===== src/rtl/regfile_sb_if.sv =====
// Register-file access bundle: write port, reserve port, NRD read ports, ready status.
// AW must equal $clog2(NREGS) of the attached regfile_sb.
interface regfile_sb_if #(
  parameter int XLEN = 32,
  parameter int AW   = 5,
  parameter int NRD  = 2
);
  logic                enable_i;
  logic                reg_write_i;
  logic [AW-1:0]       rd_i;
  logic [XLEN-1:0]     write_data_i;
  logic                reserve_i;
  logic [AW-1:0]       reserve_rd_i;
  logic [NRD*AW-1:0]   rs_i;
  logic [NRD*XLEN-1:0] rs_data_o;
  logic [NRD-1:0]      rs_busy_o;
  logic                ready_o;

  modport master (
    output enable_i, reg_write_i, rd_i, write_data_i, reserve_i, reserve_rd_i, rs_i,
    input  rs_data_o, rs_busy_o, ready_o
  );

  modport slave (
    input  enable_i, reg_write_i, rd_i, write_data_i, reserve_i, reserve_rd_i, rs_i,
    output rs_data_o, rs_busy_o, ready_o
  );
endinterface


===== src/rtl/regfile_sb.sv =====
// Parametrised RV32I integer register file with busy scoreboard, optional x0 hardwiring,
// optional write-to-read bypass and a one-entry-per-cycle clear sweep after reset.
module regfile_sb #(
  parameter int XLEN     = 32,
  parameter int NREGS    = 32,
  parameter int NRD      = 2,
  parameter bit ZERO_REG = 1'b1,
  parameter bit BYPASS   = 1'b1
) (
  input  logic        clk_i,
  input  logic        rst_i,
  regfile_sb_if.slave bus
);
  localparam int AW = $clog2(NREGS);
  localparam logic [AW:0]   NREGS_W = (AW+1)'(NREGS);
  localparam logic [AW-1:0] LAST    = AW'(NREGS-1);

  typedef enum logic {S_INIT, S_RUN} state_t;

  state_t          r_state;
  logic            r_ready;
  logic [AW-1:0]   r_cnt;
  logic [NREGS-1:0] r_busy;
  logic [XLEN-1:0] r_mem [NREGS];

  logic            w_wq, w_rq, w_mem_we;
  logic [AW-1:0]   w_mem_addr;
  logic [XLEN-1:0] w_mem_data;

  // In range and not the hardwired zero register.
  function automatic logic f_valid(input logic [AW-1:0] a);
    return ({1'b0, a} < NREGS_W) && !(ZERO_REG && (a == '0));
  endfunction

  assign w_wq = (r_state == S_RUN) && bus.enable_i && bus.reg_write_i && f_valid(bus.rd_i);
  assign w_rq = (r_state == S_RUN) && bus.enable_i && bus.reserve_i && f_valid(bus.reserve_rd_i);

  always_ff @(posedge clk_i) begin
    if (rst_i) begin
      r_state <= S_INIT;
      r_ready <= 1'b0;
      r_cnt   <= '0;
      r_busy  <= '0;
    end else begin
      case (r_state)
        S_INIT: begin
          r_cnt <= r_cnt + 1'b1;
          if (r_cnt == LAST) begin
            r_state <= S_RUN;
            r_ready <= 1'b1;
          end
        end
        S_RUN: begin
          // Reserve is applied last so it wins over a same-register write.
          if (w_wq) r_busy[bus.rd_i] <= 1'b0;
          if (w_rq) r_busy[bus.reserve_rd_i] <= 1'b1;
        end
        default: begin
          r_state <= S_INIT;
          r_ready <= 1'b0;
          r_cnt   <= '0;
        end
      endcase
    end
  end

  // Single write port shared by the clear sweep and normal writes; no reset so it maps to RAM.
  assign w_mem_we   = !rst_i && ((r_state == S_INIT) || w_wq);
  assign w_mem_addr = (r_state == S_INIT) ? r_cnt : bus.rd_i;
  assign w_mem_data = (r_state == S_INIT) ? '0 : bus.write_data_i;

  always_ff @(posedge clk_i) begin
    if (w_mem_we) r_mem[w_mem_addr] <= w_mem_data;
  end

  for (genvar k = 0; k < NRD; k++) begin : g_rd
    logic [AW-1:0]   w_rs;
    logic [XLEN-1:0] w_data;
    logic            w_busy;

    assign w_rs = bus.rs_i[k*AW +: AW];

    always_comb begin
      w_data = '0;
      w_busy = 1'b0;
      if (r_ready && f_valid(w_rs)) begin
        if (BYPASS && w_wq && (bus.rd_i == w_rs)) begin
          w_data = bus.write_data_i;
        end else begin
          w_data = r_mem[w_rs];
          w_busy = r_busy[w_rs];
        end
      end
    end

    assign bus.rs_data_o[k*XLEN +: XLEN] = w_data;
    assign bus.rs_busy_o[k]              = w_busy;
  end

  assign bus.ready_o = r_ready;
endmodule

===== src/flat_wrapper.sv =====
// flat-port wrapper written by rule: the top's interface ports become plain ports
module regfile_sb_flat 
#(
  parameter int XLEN     = 32,
  parameter int NREGS    = 32,
  parameter int NRD      = 2,
  parameter bit ZERO_REG = 1'b1,
  parameter bit BYPASS   = 1'b1
)
  (clk_i, rst_i, bus_enable_i, bus_reg_write_i, bus_rd_i, bus_write_data_i, bus_reserve_i, bus_reserve_rd_i, bus_rs_i, bus_rs_data_o, bus_rs_busy_o, bus_ready_o);
  regfile_sb_if #(.XLEN(XLEN), .NRD(NRD)) bus_i ();
  input  logic clk_i;
  input  logic rst_i;
  input wire logic [$bits(bus_i.enable_i)-1:0] bus_enable_i;
  input wire logic [$bits(bus_i.reg_write_i)-1:0] bus_reg_write_i;
  input wire logic [$bits(bus_i.rd_i)-1:0] bus_rd_i;
  input wire logic [$bits(bus_i.write_data_i)-1:0] bus_write_data_i;
  input wire logic [$bits(bus_i.reserve_i)-1:0] bus_reserve_i;
  input wire logic [$bits(bus_i.reserve_rd_i)-1:0] bus_reserve_rd_i;
  input wire logic [$bits(bus_i.rs_i)-1:0] bus_rs_i;
  output wire logic [$bits(bus_i.rs_data_o)-1:0] bus_rs_data_o;
  output wire logic [$bits(bus_i.rs_busy_o)-1:0] bus_rs_busy_o;
  output wire logic [$bits(bus_i.ready_o)-1:0] bus_ready_o;
  assign bus_i.enable_i = bus_enable_i;
  assign bus_i.reg_write_i = bus_reg_write_i;
  assign bus_i.rd_i = bus_rd_i;
  assign bus_i.write_data_i = bus_write_data_i;
  assign bus_i.reserve_i = bus_reserve_i;
  assign bus_i.reserve_rd_i = bus_reserve_rd_i;
  assign bus_i.rs_i = bus_rs_i;
  assign bus_rs_data_o = bus_i.rs_data_o;
  assign bus_rs_busy_o = bus_i.rs_busy_o;
  assign bus_ready_o = bus_i.ready_o;
  regfile_sb #(.XLEN(XLEN), .NREGS(NREGS), .NRD(NRD), .ZERO_REG(ZERO_REG), .BYPASS(BYPASS)) u_core (.clk_i(clk_i), .rst_i(rst_i), .bus(bus_i));
endmodule

===== config.mk =====
export PLATFORM = sky130hd
export DESIGN_NAME = regfile_sb_flat
export DESIGN_NICKNAME = d
export VERILOG_FILES = /design/src/rtl/regfile_sb_if.sv /design/src/rtl/regfile_sb.sv /design/src/flat_wrapper.sv
export SDC_FILE = /design/constraint.sdc
export NUM_CORES = 1
export LEC_CHECK = 0
export CORE_MARGIN = 1.5
export CORE_UTILIZATION = 30
export CTS_BUF_LIST = sky130_fd_sc_hd__clkbuf_8
export CTS_CLUSTER_DIAMETER = 100
export DETAILED_ROUTE_END_ITERATION = 12
export PLACE_DENSITY = 0.51
export REMOVE_ABC_BUFFERS = 1
export SLEW_MARGIN = 20
export SYNTH_ARGS = -nofsm -noshare
export SYNTH_HDL_FRONTEND = slang
export SYNTH_SLANG_ARGS = --single-unit

===== constraint.sdc =====
create_clock -name clk_i -period 3.7 [get_ports clk_i]
set_clock_uncertainty 0.15 [all_clocks]
set_input_delay 0.555 -clock clk_i [delete_from_list [all_inputs] [get_ports clk_i]]
set_output_delay 0.555 -clock clk_i [all_outputs]
set_load 0.02 [all_outputs]

Word-level counts from Yosys, hierarchy flattened
Memory sizes are Yosys's and may differ from the RTL's.
Index checks and enable logic that the tools add are counted.
W data, S select, Z words.

storage, ports and cells
  register bits = 39
  RAM bits = 1024
  input bits = 57
  output and inout port bits = 67
  word-level logic and storage cells = 68
  memories = 1

cells by class
  add/sub/neg operators = 1
  magnitude comparators = 6
  equal/unequal tests = 3
  multiplexer cells = 26
  bitwise logic cells = 4
  reduce and logical (&&, ||, !) cells = 23

memories
  name          words  width  read ports  clocked after memory_dff  wr ports  line              text
  u_core.r_mem  32     32     2           0                         1         regfile_sb.sv:24  logic [XLEN-1:0] r_mem [NREGS];

operators with widths
  operator               number
  $mux W32               9
  $and A32 B32 Y32       1
  $not A32 Y32           1
  $or A32 B32 Y32        1
  $lt A5 B6 Y1 const B   4
  $logic_not A5 Y1       4
  $logic_and A1 B1 Y1    12
  $mux W1                12
  $bmux W1 S5            2
  $demux W1 S5           2
  $eq A5 B5 Y1           2
  $ge A5 B1 Y1 const B   2
  $add A5 B1 Y5 const B  1
  $eq A5 B5 Y1 const B   1
  $logic_not A1 Y1       5
  $mux W5                1
  $reduce_and A2 Y1      1
  $logic_or A1 B1 Y1     1
  $not A1 Y1             1

Depth between registers and ports, before layout
Gate-level depths: netlist of run 1.

  depth after elaboration = 11
  gate-level depth with buffers = 10
  depth with buffers taken out = 5

Worst setup path before layout of run 1
No wires, ideal clock.

  path type = input to register
  start = input port bus_rd_i[0]
  end = memory u_core.r_mem[0][0], enable pin
  library setup time = 0.421 ns
  arrival time = 2.784 ns
  data required time = 3.129 ns
  slack = 0.345 ns
  cell stages on the path = 7
  cell sequence = buf_2 > or2_1 > buf_2 > o41ai_4 > o22ai_1 > nand2_1 > nor2_1

on the way
  longest elaborated chain between the ends = 7
  elaborated cells on any way between the ends = 8
  classes of those cells = 3 x mux; 5 x reduce/logical

RTL lines
  element                        line                text
  start, declared                flat_wrapper.sv:16  input wire logic [$bits(bus_i.rd_i)-1:0] bus_rd_i;
  $logic_not A5 Y1               regfile_sb.sv:32    return ({1'b0, a} < NREGS_W) && !(ZERO_REG && (a == '0));
  $logic_not A1 Y1               regfile_sb.sv:32
  $logic_and A1 B1 Y1            regfile_sb.sv:35    assign w_wq = (r_state == S_RUN) && bus.enable_i && bus.reg_write_i && f_valid(bus.rd_i);
  $logic_or A1 B1 Y1             regfile_sb.sv:68    assign w_mem_we = !rst_i && ((r_state == S_INIT) || w_wq);
  $logic_and A1 B1 Y1            regfile_sb.sv:68
  $mux W1                        regfile_sb.sv:73    if (w_mem_we) r_mem[w_mem_addr] <= w_mem_data;
  $mux W1 (implied by the code)  regfile_sb.sv:73
  end, declared                  regfile_sb.sv:24

Parallel ways exist; a longest one is shown, timed or not.

Worst setup path in the final report of run 1
  start = register u_core.r_state
  end = output port bus_rs_data_o[32]

on the way
  longest elaborated chain between the ends = 6

RTL lines
  element                            line                text
  start, declared                    regfile_sb.sv:20    state_t r_state;
  start signal, assigned             regfile_sb.sv:40    r_state <= S_INIT;
  start signal, assigned             regfile_sb.sv:49    r_state <= S_RUN;
  start signal, assigned             regfile_sb.sv:59    r_state <= S_INIT;
  $logic_and A1 B1 Y1 (3 in series)  regfile_sb.sv:35
  $logic_and A1 B1 Y1                regfile_sb.sv:87    if (BYPASS && w_wq && (bus.rd_i == w_rs)) begin
  $mux W32                           regfile_sb.sv:87
  $mux W32                           regfile_sb.sv:86    if (r_ready && f_valid(w_rs)) begin
  end, declared                      flat_wrapper.sv:21  output wire logic [$bits(bus_i.rs_data_o)-1:0] bus_rs_data_o;

Every way passes these cells.

==> impl_metrics.env, run 1 <==
export IMPL_status="finished, final reports clean"
export IMPL_setup_worst_path_start_class="register"
export IMPL_drt_iter0_markers=3277
export IMPL_port_buffer_count=123
export IMPL_setup_violations=0
export IMPL_reg2reg_slack_ns=0.85
export IMPL_ir_worst_vdd_mv=0.3690
export IMPL_grt_usage_pct=21.20
export IMPL_yosys_warnings=0
export IMPL_antenna_found_initial=5
export IMPL_dieArea_um2=172600
export IMPL_final_util_pct=36.96
export IMPL_fill_cells=15756
export IMPL_yosys_area_top_type_share_pct=60.26
export IMPL_layout_drive_gt1_share_pct=30.96
export IMPL_final_common_cell="edfxtp_1"
export IMPL_holdWs_ns=0.1930
export IMPL_gr_total_overflow=0
export IMPL_cts_tree="built"
export IMPL_h_tree_depth=4
export IMPL_syn_inst=3021
export IMPL_clkTransAtPathRegs_ns=0.06
export IMPL_yosysTopAreaCell="edfxtp_1"
export IMPL_cts_buffer_depth=3
export IMPL_ios=124
export IMPL_synth_area_leaders="edfxtp_1, mux4_2, mux2i_1"
export IMPL_grt_pass1_wl_um=259000
export IMPL_synth_edff_count=1024
export IMPL_path_class="reg -> out"
export IMPL_start_util_pct=30.18
export IMPL_insertion_delay_ns=0.92
export IMPL_synth_seq_cells=1063
export IMPL_drv_slew=0
export IMPL_drc_errors=0
export IMPL_num_vias=32990
export IMPL_first_pass_iters=7
export IMPL_die_x_um=415.4
export IMPL_power_density_nw_per_um2=406.0
export IMPL_ant_nets=0
export IMPL_first_global_vias=33995
export IMPL_dp_hpwl_um=115600
export IMPL_period_needed_ns=3.646
export IMPL_cts_buffers_inserted=179
export IMPL_fmax_mhz=274.3
export IMPL_fin_crit_sh_pct=98.53
export IMPL_finalSetupTns_ns=0
export IMPL_drt_total_wl_um=185100
export IMPL_die_y_um=415.4
export IMPL_core_um2=169100
export IMPL_grt_max_degree=56
export IMPL_worst_pin_slew_ns=1.121
export IMPL_std_cell_rows=151
export IMPL_synth_top_flop_cell="edfxtp_1"
export IMPL_syn_area_per_cell_um2=16.89
export IMPL_routedWlPerCell_um=31.48
export IMPL_vias_per_cell=5.611
export IMPL_syn_area_um2=51030
export IMPL_dp_cells=5536
export IMPL_maxSlewHeadroom_pct=25.26
export IMPL_nets=3574
export IMPL_cp_data_arrival_time_ns=2.94
export IMPL_mostFrequentLayoutCells="edfxtp_1, mux2i_1, mux4_2, buf_4, clkbuf_8"
export IMPL_synth_cell_types=53
export IMPL_routabilityCongestion=0.8512
export IMPL_power_uw=25370
export IMPL_cts_root_buf="clkbuf_8"
export IMPL_cts_sinks=1063
export IMPL_async_flop_share_pct=0
export IMPL_hp_class="in -> reg"
export IMPL_cp_max_fo=10
export IMPL_area_growth_pct=22.47
export IMPL_p_leak_uw=0.02100
export IMPL_seq_area_frac_synth_pct=61.79
export IMPL_cp_end_kind="primary output"
export IMPL_cp_required_ns=2.99
export IMPL_hold_violations=0
export IMPL_instances_no_fill=5880
export IMPL_rsz0062_at_grt="true"
export IMPL_cap_violations=0
-- power breakdown --
group | leakage [uW] | internal (uW) | switching [uW]
Combinational | 0.00987 | 1100 | 1360
Sequential | 0.00928 | 13100 | 31.1
Clock | 0.00185 | 4850 | 4950
Total | 0.0210 | 19000 | 6340
-- stage by stage --
| stage | setup WS (ns) | area [um2] |
|---|---|---|
| 3_3_place_gp | -0.3376 | 58840 |
| 6_report | 0.05427 | 62490 |
| 5_1_grt | -0.04639 | 62490 |
| 3_5_place_dp | -0.3530 | 58840 |
| 4_1_cts | -0.03441 | 62500 |
| 2_1_floorplan | -1.557 | 49810 |
-- cell type report --
type	count	area (um2)	area share, %
Inverter	5	23.77	0.03804
Sequential cell	1063	31540	50.46
Multi-Input combinational cell	1701	18740	29.99
Clock buffer	185	2546	4.075
Clock inverter	141	701.9	1.123
Antenna cell	2	5.005	0.008009
Timing Repair Buffer	565	6163	9.863
Tap cell	2218	2775	4.441
-- worst paths after layout --
path,start,endpoint,depth (start not counted)
setup / recovery,u_core.r_state$_SDFF_PP0_,bus_rs_data_o[32],8
hold / removal,bus_rd_i[2],u_core.r_busy[13]$_SDFFE_PP0P_,5
setup reg to reg,u_core.r_state$_SDFF_PP0_,u_core.r_mem[6][29]$_DFFE_PP_,7
hold reg to reg,u_core.r_busy[0]$_SDFFE_PP0P_,u_core.r_busy[0]$_SDFFE_PP0P_,1
-- timing repair --
action	in CTS	in global routing
gates resized for setup	180	26
pin swaps	15	2
hold buffers	0	0
setup endpoints to repair	64	31
buffers inserted	19	0
-- flip-flops by register name, summed over array words and instances, names as in the netlist --
register and cells:
u_core.r_state 1, u_core.r_mem 1024, u_core.r_busy 32, u_core.bus.ready_o 1, u_core.r_cnt 5
-- cells in the mapped netlist, types with 13 or more instances --
master and count:
o211ai_1 32, a22oi_1 116, buf_4 40, o21a_1 56
a221oi_1 120, dfxtp_1 39, and2_1 33, a32oi_1 56
a21oi_1 42, a32o_1 28, buf_2 71, clkbuf_1 119
mux2i_1 460, buf_1 18, edfxtp_1 1024, o21ai_0 33
nand3_1 41, nor2_1 86, o22ai_1 13, o21bai_1 28
nand2_1 95, o221ai_1 52, mux4_2 332
-- critical path: stages (launching register included) --
cell	delay [ns]
dfxtp_4	0.35
and3_4	0.20
o41ai_4	0.14
o31a_2	0.35
buf_4	0.15
buf_12	0.15
buf_4	0.16
a221o_1	0.34
buf_2	0.18
-- layer usage --
layer | up-vias | part of all wire [%] | global-route usage, %
met4 | 0 | 3.6 | 8.244
met3 | 325 | 5.4 | 3.086
met1 | 17570 | 41 | 26.75
met2 | 1214 | 50 | 36.59
li1 | 13881 | - | -
met5 | - | 0 | 0
-- kinds of logic (layout without fill, tap and decap cells) --
logic type               count (synthesis)  in the layout  synth area share [%]
flip-flops                            1063           1063                 61.79
other                                    0              2                     0
AO/OA/AOI/OAI                          595            595                 9.134
multiplexers                           793            793                 23.70
buffers and inverters                  257            896                 2.418
adder cells (fa/ha/maj)                  2              2               0.04903
XOR/XNOR                                12             12                0.2060
AND/OR/NAND/NOR                        299            299                 2.700
Note: power is estimated with default switching activity, not from simulation.
==> run 2, diff against run 1 <==
--- a/config.mk
+++ b/config.mk
@@ -5,12 +5,14 @@
 export SDC_FILE = /design/constraint.sdc
 export NUM_CORES = 1
 export LEC_CHECK = 0
+export ABC_CLOCK_PERIOD_IN_PS = 3700
 export CORE_MARGIN = 1.5
 export CORE_UTILIZATION = 30
 export CTS_BUF_LIST = sky130_fd_sc_hd__clkbuf_8
 export CTS_CLUSTER_DIAMETER = 100
 export DETAILED_ROUTE_END_ITERATION = 12
-export PLACE_DENSITY = 0.51
+export PLACE_DENSITY = 0.44
+export RECOVER_POWER = 100
 export REMOVE_ABC_BUFFERS = 1
 export SLEW_MARGIN = 20
 export SYNTH_ARGS = -nofsm -noshare
==> run 2 against run 1 <==
  * Non-clock buffer count is 103 lower
  * Global-route usage increased by 1.3 points
  * Flip-flop and latch count unchanged
  * Sequential share of layout area increased by 1.1 points
  * First-iteration DRC count is 9.2% higher
  * Setup slack worse by 0.042 ns
  * Via count up 2.0%
  * Highest routed layer unchanged
  * Clock power up 6%
  * Register-to-register slack worse by 0.84 ns
  * The run now ends with capacitance limit, slew limit left
==> impl_metrics.env, run 2 (same netlist as run 1, synthesis figures left out) <==
export IMPL_cp_max_fo=29
export IMPL_finalSetupTns_ns=0
export IMPL_fmax_mhz=271.2
export IMPL_holdWs_ns=0.2331
export IMPL_ios=124
export IMPL_violations="capacitance limit, slew limit"
export IMPL_rsz0062_at_grt="true"
export IMPL_fin_crit_sh_pct=99.66
export IMPL_power_density_nw_per_um2=423.5
export IMPL_first_pass_iters=5
export IMPL_vias_per_cell=5.812
export IMPL_setup_violations=0
export IMPL_path_class="reg -> reg"
export IMPL_ant_nets=0
export IMPL_setup_worst_path_start_class="register"
export IMPL_clkTransAtPathRegs_ns=0.06
export IMPL_period_needed_ns=3.688
export IMPL_antenna_found_initial=4
export IMPL_hold_violations=0
export IMPL_reg_top3="u_core.r_mem x1024, u_core.r_busy x32, u_core.r_cnt x5"
export IMPL_num_vias=33650
export IMPL_cts_buffers_inserted=186
export IMPL_grt_max_degree=59
export IMPL_die_x_um=415.4
export IMPL_h_tree_depth=4
export IMPL_hold_buffers=0
export IMPL_first_global_vias=34635
export IMPL_cp_required_ns=4.06
export IMPL_worst_pin_slew_ns=1.838
export IMPL_min_from="bus_reserve_rd_i[1]"
export IMPL_final_cell_area_um2=61170
export IMPL_std_cell_rows=151
export IMPL_cts_buffer_depth=3
export IMPL_grt_usage_pct=22.49
export IMPL_largest_register_ffs=1024
export IMPL_placed_area_um2=57920
export IMPL_cts_root_buf="clkbuf_8"
export IMPL_cts_tree="built"
export IMPL_top_register="u_core.r_mem"
export IMPL_routabilityCongestion=0.8168
export IMPL_dp_cells=5431
export IMPL_maxSlewHeadroom_pct=-22.52
export IMPL_final_util_pct=36.18
export IMPL_nets=3478
export IMPL_cts_sinks=1063
export IMPL_insertion_delay_ns=0.93
export IMPL_die_y_um=415.4
export IMPL_drc_errors=0
export IMPL_dieArea_um2=172600
export IMPL_drt_iter0_markers=3577
export IMPL_p_leak_uw=0.02040
export IMPL_drt_total_wl_um=197200
export IMPL_area_growth_pct=19.89
export IMPL_gr_total_overflow=0
export IMPL_ir_worst_vdd_mv=0.2553
export IMPL_dp_hpwl_um=118500
export IMPL_mostFrequentLayoutCells="edfxtp_1, mux2i_1, mux4_2, buf_4, clkbuf_8"
export IMPL_final_common_cell="edfxtp_1"
export IMPL_grt_pass1_wl_um=272600
export IMPL_drv_slew=437
export IMPL_cp_end_kind="register"
export IMPL_hp_class="in -> reg"
export IMPL_layout_drive_gt1_share_pct=28.77
export IMPL_routedWlPerCell_um=34.07
export IMPL_instances_no_fill=5790
export IMPL_start_util_pct=30.18
export IMPL_status="finished, violations left"
export IMPL_cap_violations=15
export IMPL_worstReg2RegStart="u_core.r_state$_SDFF_PP0_"
export IMPL_port_buffer_count=123
export IMPL_cp_startpoint="u_core.r_state$_SDFF_PP0_"
export IMPL_cp_data_arrival_time_ns=4.04
export IMPL_core_um2=169100
[run 2: cell count changes in the layout (fill, tap and decap cells not counted), moves of 13 or more]
cell      before  now
nor2_4        34    3
nor2_1        52   82
buf_12       130   75
and2_1        33    5
clkbuf_2       7   36
clkbuf_1       0   13
buf_4        321  204
clkbuf_4       0   27
and2_0         0   28
[run 2: final timing paths]
kind,endpoint,slack (ns),cells past startpoint
hold / removal,u_core.r_busy[19]$_SDFFE_PP0P_,0.23,3
hold reg to reg,u_core.r_busy[5]$_SDFFE_PP0P_,0.35,2
setup / recovery,u_core.r_mem[19][7]$_DFFE_PP_,0.01,6
setup reg to reg,u_core.r_mem[19][7]$_DFFE_PP_,0.01,6
[run 2: report_power, final]
part	total, uW	leakage [uW]	switching [uW]	internal, uW
clock network	10400	0.00198	5020	5430
logic	2350	0.00914	1350	996
registers	13100	0.00928	32.4	13100
total	25900	0.0204	6400	19500
[run 2: layout make-up]
cell class              instances  area (um2)
well taps                    2218        2775
multi-input cells            1701       18720
repair buffers                462        4607
diodes                          2       5.005
clock inverters               147       864.6
fillers                     15778      107900
clock buffers                 192        2643
inverters                       5       23.77
flip-flops and latches       1063       31530
[run 2: what timing repair did]
item | in CTS | in global routing
setup buffers | 19 | 2
gates cloned | 2 | 0
setup endpoints to repair | 65 | 33
pin swaps | 20 | 2
gates resized for setup | 185 | 25
[run 2: metrics by stage]
stage,setup WS [ns],power [uW]
finish,0.01246,25910
global route,-0.04750,26760
CTS,-0.02771,26230
detailed placement,-0.2897,15730
global placement,-0.2832,15720
floorplan,-1.557,14380
[run 2: metal layers]
layer	share of wire (%)	vias up	track usage (%)	routed length, um
met2	47	1559	36.31	92240
li1	-	13695	-	-
met4	3.5	0	7.496	6872
met5	0	-	0	0
met1	43	18016	30.67	84720
met3	6.8	380	3.784	13410
[run 2: critical path, cell delays in order, from the launching register on]
cell	delay, ns
dfxtp_4	0.34
buf_4	0.12
buf_4	0.28
o31ai_1	0.82
nand2_1	0.33
nor2_1	0.29
clkbuf_2	0.88
